--- src/rtl/led_matrix_scan.sv ---
// 4x4 LED matrix scanner with a double-buffered 16-pixel frame store and 4-bit PWM.
// Swaps are applied only on the last DRIVE clock of row 3, so a frame never tears.
module led_matrix_scan #(
  parameter int unsigned ROW_CYCLES   = 187,
  parameter int unsigned BLANK_CYCLES = 8
) (
  input  logic       i_clk,
  input  logic       i_resetn,
  input  logic       i_en,
  input  logic       i_wr_en,
  input  logic [3:0] i_wr_addr,
  input  logic [3:0] i_wr_data,
  input  logic       i_swap_req,
  output logic       o_swap_ack,
  output logic       o_frame_start,
  output logic [3:0] o_aled,
  output logic [3:0] o_kled_oe
);
  localparam logic [15:0] CYC_LAST = 16'(ROW_CYCLES - 1);
  localparam logic [7:0]  BLK_LAST = 8'(BLANK_CYCLES - 1);

  typedef enum logic {ST_BLANK = 1'b0, ST_DRIVE = 1'b1} state_t;

  state_t r_state, w_state;
  logic [1:0]  r_row,   w_row;
  logic [3:0]  r_step,  w_step;
  logic [15:0] r_cyc,   w_cyc;
  logic [7:0]  r_blank, w_blank;

  logic             r_front;  // 0: A is front, 1: B is front
  logic             r_pend;
  logic [15:0][3:0] r_buf_a, r_buf_b;
  logic [15:0][3:0] w_front_buf;

  logic       w_row_end, w_swap_exec;
  logic [3:0] w_lit, w_aled, w_kled;
  logic       w_fs;

  always_ff @(posedge i_clk or negedge i_resetn) begin
    if (!i_resetn) begin
      r_state <= ST_BLANK;
      r_row   <= '0;
      r_step  <= '0;
      r_cyc   <= '0;
      r_blank <= '0;
    end else begin
      r_state <= w_state;
      r_row   <= w_row;
      r_step  <= w_step;
      r_cyc   <= w_cyc;
      r_blank <= w_blank;
    end
  end

  always_comb begin
    w_state = r_state;
    w_row   = r_row;
    w_step  = r_step;
    w_cyc   = r_cyc;
    w_blank = r_blank;
    if (!i_en) begin
      w_state = ST_BLANK;
      w_row   = '0;
      w_step  = '0;
      w_cyc   = '0;
      w_blank = '0;
    end else begin
      case (r_state)
        ST_BLANK: begin
          if (r_blank == BLK_LAST) begin
            w_state = ST_DRIVE;
            w_blank = '0;
            w_step  = '0;
            w_cyc   = '0;
          end else begin
            w_blank = r_blank + 8'd1;
          end
        end
        ST_DRIVE: begin
          if (r_cyc == CYC_LAST) begin
            w_cyc = '0;
            if (r_step == 4'hf) begin
              w_state = ST_BLANK;
              w_row   = r_row + 2'd1;
              w_step  = '0;
            end else begin
              w_step = r_step + 4'd1;
            end
          end else begin
            w_cyc = r_cyc + 16'd1;
          end
        end
        default: w_state = ST_BLANK;
      endcase
    end
  end

  assign w_row_end   = (r_state == ST_DRIVE) && (r_cyc == CYC_LAST) && (r_step == 4'hf);
  assign w_swap_exec = i_en && r_pend && w_row_end && (r_row == 2'd3);

  // A write on the swap edge still targets the pre-swap back buffer (the new front).
  always_ff @(posedge i_clk or negedge i_resetn) begin
    if (!i_resetn) begin
      r_buf_a <= '0;
      r_buf_b <= '0;
      r_front <= 1'b0;
      r_pend  <= 1'b0;
    end else begin
      if (i_wr_en) begin
        if (r_front) r_buf_a[i_wr_addr] <= i_wr_data;
        else         r_buf_b[i_wr_addr] <= i_wr_data;
      end
      if (w_swap_exec) r_front <= ~r_front;
      r_pend <= (r_pend & ~w_swap_exec) | i_swap_req;
    end
  end

  assign w_front_buf = r_front ? r_buf_b : r_buf_a;

  for (genvar c = 0; c < 4; c++) begin : g_col
    localparam logic [1:0] COL = 2'(c);
    assign w_lit[c] = r_step < w_front_buf[{r_row, COL}];
  end

  always_comb begin
    w_aled = '0;
    w_kled = '0;
    w_fs   = 1'b0;
    if (i_en) begin
      if (r_state == ST_DRIVE) begin
        w_kled = 4'b0001 << r_row;
        w_aled = w_lit;
      end else begin
        w_fs = (r_row == 2'd0) && (r_blank == 8'd0);
      end
    end
  end

  always_ff @(posedge i_clk or negedge i_resetn) begin
    if (!i_resetn) begin
      o_aled        <= '0;
      o_kled_oe     <= '0;
      o_frame_start <= 1'b0;
      o_swap_ack    <= 1'b0;
    end else begin
      o_aled        <= w_aled;
      o_kled_oe     <= w_kled;
      o_frame_start <= w_fs;
      o_swap_ack    <= w_swap_exec;
    end
  end
endmodule

--- config.mk ---
export PLATFORM = sky130hd
export DESIGN_NAME = led_matrix_scan
export DESIGN_NICKNAME = d
export VERILOG_FILES = /design/src/rtl/led_matrix_scan.sv
export SDC_FILE = /design/constraint.sdc
export NUM_CORES = 1
export LEC_CHECK = 0
export CAP_MARGIN = 10
export CORE_MARGIN = 10
export CORE_UTILIZATION = 30
export DETAILED_ROUTE_END_ITERATION = 10
export PLACE_DENSITY = 0.44
export SKIP_CTS_REPAIR_TIMING = 1
export SYNTH_ARGS = -nofsm -noshare
export SYNTH_HDL_FRONTEND = slang
export SYNTH_SLANG_ARGS = --single-unit
export TNS_END_PERCENT = 30
--- constraint.sdc ---
create_clock -name i_clk -period 3.1 [get_ports i_clk]
set_input_delay 0.775 -clock i_clk [delete_from_list [all_inputs] [get_ports i_clk]]
set_output_delay 0.775 -clock i_clk [all_outputs]
set_load 0.01 [all_outputs]
==> report_table.html <==
<table>
<tr><th>Metric</th><th>Value</th></tr>
<tr><th colspan="2">Layout</th></tr>
<tr><td>Layout cell share with drive strength beyond 1</td><td>0.319</td></tr>
<tr><td>Post-route standard cell area excluding fillers</td><td>9690 µm²</td></tr>
<tr><td>Area added between synthesis and finish</td><td>16.8%</td></tr>
<tr><td>Final Net Count</td><td>718</td></tr>
<tr><td>Most used cells in the layout excluding fill and tap cells</td><td>sky130_fd_sc_hd__dfrtp_1 (170), sky130_fd_sc_hd__mux2_2 (128), sky130_fd_sc_hd__nand2_1 (47)</td></tr>
<tr><td>Leading cell type in the layout, fill and taps excluded</td><td>sky130_fd_sc_hd__dfrtp_1</td></tr>
<tr><td>Number of antenna diodes</td><td>0</td></tr>
<tr><td>Number of standard cells in the final layout excluding fillers</td><td>1069</td></tr>
<tr><td>Filler instances</td><td>2684</td></tr>
<tr><th colspan="2">Setup path</th></tr>
<tr><td>Stage delay of the slowest cell on the critical path</td><td>0.68 ns</td></tr>
<tr><td>Required time reported for the critical path endpoint</td><td>3.36 ns</td></tr>
<tr><td>Critical Setup Path Class</td><td>flip-flop to flip-flop</td></tr>
<tr><td>CP top delay family</td><td>multiplexers</td></tr>
<tr><td>Kind of launch point of the worst setup path</td><td>flip-flop</td></tr>
<tr><td>Buffers &amp; Inverters on Critical Path</td><td>1</td></tr>
<tr><td>Cell at the slowest stage of the critical path</td><td>sky130_fd_sc_hd__dfrtp_2</td></tr>
<tr><td>Arrival @ worst endpoint</td><td>3.00 ns</td></tr>
<tr><td>Type of destination of the critical path</td><td>flip-flop</td></tr>
<tr><td>Top fanout value on the critical path</td><td>15</td></tr>
<tr><td>CP Cell Sequence</td><td>buf_12 -&gt; mux4_2 -&gt; mux2i_1 -&gt; ha_1 -&gt; o211ai_1 -&gt; nor2_1 -&gt; a2111oi_0</td></tr>
<tr><th colspan="2">STA</th></tr>
<tr><td>RSZ-0062 raised after global routing</td><td>no</td></tr>
<tr><td>Share of the clock period used by the worst path after layout</td><td>0.885</td></tr>
<tr><td>Final critical path time including I/O delays and setup</td><td>2.74 ns</td></tr>
<tr><td>Setup-failing EPs final</td><td>0</td></tr>
<tr><td>Setup total negative slack</td><td>0 ns</td></tr>
<tr><td>Headroom to the max-slew limit</td><td>0.402</td></tr>
<tr><td>Transition at the pin with the smallest max-transition slack</td><td>0.891 ns</td></tr>
<tr><td>Highest clock frequency the design can meet</td><td>0.364 GHz</td></tr>
<tr><td>Number of hold violations in the final report</td><td>0</td></tr>
<tr><td>Final count of pins violating max slew</td><td>0</td></tr>
<tr><td>Largest clock skew in the final design</td><td>0.0116 ns</td></tr>
<tr><th colspan="2">Global routing</th></tr>
<tr><td>Vias in the first global route</td><td>5650</td></tr>
<tr><td>Met1 Usage GRT</td><td>0.152</td></tr>
<tr><td>First-pass GRT wire length</td><td>32.2 mm</td></tr>
<tr><td>Met2 Resource Use GR</td><td>0.193</td></tr>
<tr><td>Total GRT Usage</td><td>0.116</td></tr>
<tr><td>Most Crowded Layer GR</td><td>met2</td></tr>
<tr><td>Total grt overflow</td><td>0</td></tr>
<tr><td>Met3 global-route usage</td><td>0.0201</td></tr>
<tr><td>Number of antenna violations at the first check in global routing</td><td>0</td></tr>
<tr><td>Maximum number of pins on one net before global-route repair</td><td>52</td></tr>
<tr><th colspan="2">Clock network</th></tr>
<tr><td>Number of clock buffers inserted by TritonCTS</td><td>17</td></tr>
<tr><td>Root buffer cell</td><td>sky130_fd_sc_hd__clkbuf_16</td></tr>
<tr><td>TritonCTS Sinks</td><td>171</td></tr>
<tr><td>Clock latency on the worst-skew pair</td><td>0.44 ns</td></tr>
<tr><td>TritonCTS clock tree</td><td>yes</td></tr>
<tr><td># H-tree levels</td><td>4</td></tr>
<tr><td>Clock Pin Slew Worst Setup and Hold Paths</td><td>0.07 ns</td></tr>
<tr><td>CTS max path bufs</td><td>2</td></tr>
<tr><th colspan="2">Logic synthesis</th></tr>
<tr><td>Biggest area contributors in the synthesized netlist</td><td>sky130_fd_sc_hd__dfrtp_1 (52%), sky130_fd_sc_hd__mux2_2 (17%), sky130_fd_sc_hd__mux4_2 (7.1%)</td></tr>
<tr><td>Post-synth EDFFs</td><td>0</td></tr>
<tr><td>Fraction of the mapped netlist area in adder cells</td><td>0.0317</td></tr>
<tr><td>Async SR Flop Fraction</td><td>1.00</td></tr>
<tr><td>Simple-Gate Fraction of Synth Area</td><td>0.0930</td></tr>
<tr><td>Top cell type by total area after synthesis</td><td>sky130_fd_sc_hd__dfrtp_1</td></tr>
<tr><td>Yosys warnings</td><td>0</td></tr>
<tr><td>Area share of the largest cell type after synthesis</td><td>0.515</td></tr>
<tr><td>Post-Synth XOR/XNOR Area</td><td>0.00739</td></tr>
<tr><td>Commonest register cell after synthesis</td><td>sky130_fd_sc_hd__dfrtp_1</td></tr>
<tr><td>Number of distinct library cells after synthesis</td><td>47</td></tr>
<tr><td>Net count of the mapped netlist</td><td>682</td></tr>
<tr><td>Post-synthesis register bit count</td><td>171</td></tr>
<tr><td>Portion of the post-synthesis area used by sequential elements</td><td>0.515</td></tr>
<tr><td>Summed instance area of the synthesized netlist</td><td>8300 µm²</td></tr>
<tr><td>Main combinational cell family by area after synthesis</td><td>multiplexers</td></tr>
<tr><td>Average cell area after synthesis</td><td>12.8 µm²</td></tr>
<tr><td>Synthesized-area fraction occupied by ao, oa, aoi and oai cells</td><td>0.0508</td></tr>
<tr><td>Gate Count Post-Synth</td><td>648</td></tr>
<tr><td>Portion of netlist area occupied by mux cells</td><td>0.278</td></tr>
<tr><th colspan="2">Run status</th></tr>
<tr><td>Run status</td><td>completed</td></tr>
<tr><th colspan="2">Routing</th></tr>
<tr><td>Final routed wirelength across all metal layers</td><td>19.7 mm</td></tr>
<tr><td>TritonRoute pass-1 iters</td><td>4</td></tr>
<tr><td>Avg Vias per Cell</td><td>4.88</td></tr>
<tr><td>Starting DRT DRC Count</td><td>300</td></tr>
<tr><td># DRC</td><td>0</td></tr>
<tr><td>Post-detailed-route count of antenna-violating nets</td><td>0</td></tr>
<tr><td>Total via count after detailed routing</td><td>5222</td></tr>
<tr><td>Post-DR wirelength/cell</td><td>18.5 µm</td></tr>
<tr><th colspan="2">Place</th></tr>
<tr><td>Final GP Congestion</td><td>0.745</td></tr>
<tr><td>Total placed instance area</td><td>9110 µm²</td></tr>
<tr><td>Port bufs</td><td>22</td></tr>
<tr><td>Instance count after placement with tap cells included</td><td>1037</td></tr>
<tr><td>Total half-perimeter wirelength after legalization and detailed placement</td><td>13.3 mm</td></tr>
<tr><th colspan="2">Floorplan</th></tr>
<tr><td>Die outline height</td><td>186 µm</td></tr>
<tr><td>Placeable Area</td><td>27100 µm²</td></tr>
<tr><td>Number of placement rows</td><td>60</td></tr>
<tr><td>Horizontal die dimension</td><td>186 µm</td></tr>
<tr><td>Number of placed I/O pins</td><td>23</td></tr>
<tr><td>Full die area</td><td>34700 µm²</td></tr>
<tr><td>Initial core utilization</td><td>0.306</td></tr>
<tr><th colspan="2">Pwr</th></tr>
<tr><td>PD cells</td><td>515 nW/µm²</td></tr>
<tr><td>Total power of the final layout</td><td>4990 µW</td></tr>
<tr><td>Maximum vdd ir drop</td><td>0.308 mV</td></tr>
<tr><td>Leakage Power</td><td>0.00429 µW</td></tr>
<tr><th colspan="2">Worst hold path</th></tr>
<tr><td>Worst min path class</td><td>input port to async pin</td></tr>
<tr><th colspan="2">Flow run</th></tr>
<tr><td>Max-capacitance violation count</td><td>0</td></tr>
</table>
-- per-layer routing --
metal  vias up  share of wire
met2        66           0.49
met1      2692           0.47
li1       2447              -
met5         -              0
met3        17          0.023
met4         0          0.012
-- cells in the mapped netlist (3+ instances only) --
master	n
sky130_fd_sc_hd__a311oi_1	4
sky130_fd_sc_hd__o21ai_0	29
sky130_fd_sc_hd__xor2_1	4
sky130_fd_sc_hd__mux4_2	26
sky130_fd_sc_hd__and2_1	7
sky130_fd_sc_hd__or3_1	3
sky130_fd_sc_hd__mux2_2	128
sky130_fd_sc_hd__clkbuf_1	24
sky130_fd_sc_hd__a22o_1	3
sky130_fd_sc_hd__a22oi_1	3
sky130_fd_sc_hd__nor2b_1	9
sky130_fd_sc_hd__a31oi_1	7
sky130_fd_sc_hd__ha_1	21
sky130_fd_sc_hd__dfrtp_1	171
sky130_fd_sc_hd__a211oi_1	3
sky130_fd_sc_hd__nor2_1	23
sky130_fd_sc_hd__nand2_1	47
sky130_fd_sc_hd__a21oi_1	4
sky130_fd_sc_hd__o21ai_1	7
sky130_fd_sc_hd__buf_2	5
sky130_fd_sc_hd__nand4_1	4
sky130_fd_sc_hd__nand2b_1	4
sky130_fd_sc_hd__buf_1	4
sky130_fd_sc_hd__mux2i_1	28
sky130_fd_sc_hd__nand3_1	11
sky130_fd_sc_hd__nor3_1	17
sky130_fd_sc_hd__nor4_1	3
sky130_fd_sc_hd__o21a_1	3
sky130_fd_sc_hd__inv_1	9
sky130_fd_sc_hd__xnor2_1	3
sky130_fd_sc_hd__and3_1	13
sky130_fd_sc_hd__nand4b_1	4
-- registers in the layout (all words and copies together) (netlist names) --
| register | count |
|---|---|
| r_buf_a | 64 |
| r_buf_b | 64 |
| r_cyc | 16 |
| r_blank | 8 |
| o_aled | 4 |
| o_kled_oe | 4 |
| r_step | 4 |
| r_row | 2 |
| o_frame_start | 1 |
| o_swap_ack | 1 |
| r_front | 1 |
| r_pend | 1 |
| r_state | 1 |
-- area by class of cell --
| cell class | instances | area, µm² | share of cell area |
|---|---|---|---|
| Sequential cell | 171 | 4280 | 0.442 |
| Multi-Input combinational cell | 431 | 3820 | 0.395 |
| Timing Repair Buffer | 53 | 504 | 0.0520 |
| Tap cell | 372 | 465 | 0.0480 |
| Clock buffer | 18 | 429 | 0.0443 |
| Clock inverter | 14 | 153 | 0.0157 |
| Inverter | 10 | 37.5 | 0.00387 |
-- where the power goes --
group          switching, µW  internal (µW)
logic                    168            195
clock network           1020           1080
registers                104           2430
total                   1290           3700
-- per-stage QoR --
step / utilization / hold WS [ns] / setup slack, ns
2_1_floorplan: - / 0.441 / 0.582
3_5_place_dp: 0.336 / 0.457 / 0.129
5_1_grt: 0.358 / 0.309 / 0.111
6_report: 0.358 / 0.289 / 0.356
4_1_cts: 0.358 / 0.305 / 0.290
3_3_place_gp: 0.336 / 0.458 / 0.141
-- cells by family after synthesis --
group / Yosys count
mux: 182
flops: 171
simple gates: 152
compound gates: 69
buf+inv: 46
fa+ha+maj: 21
xor+xnor: 7
-- worst paths after layout --
| path | slack (ns) | start | to | cells after the start |
|---|---|---|---|---|
| max | 0.36 | r_front | o_aled[2] | 7 |
| min | 0.29 | i_resetn | o_kled_oe[0] | 1 |
| max reg2reg | 0.36 | r_front | o_aled[2] | 7 |
| min reg2reg | 0.48 | r_pend | r_pend | 1 |
| max in group asynchronous | 2.11 | i_resetn | r_cyc[1] | 2 |
| min in group i_clk | 0.48 | r_pend | r_pend | 1 |
-- worst reg2reg max path: cells and delay by family, from the launching register on --
family                     cells  cell delay, ns
and+or+nand+nor                1            0.05
muxes                          2            0.74
buffers and inverters          1            0.24
DFF                            1            0.68
AOI/OAI and AO/OA              2            0.57
adders and majority gates      1            0.29
No activity file was read; power rests on OpenSTA's default activity.
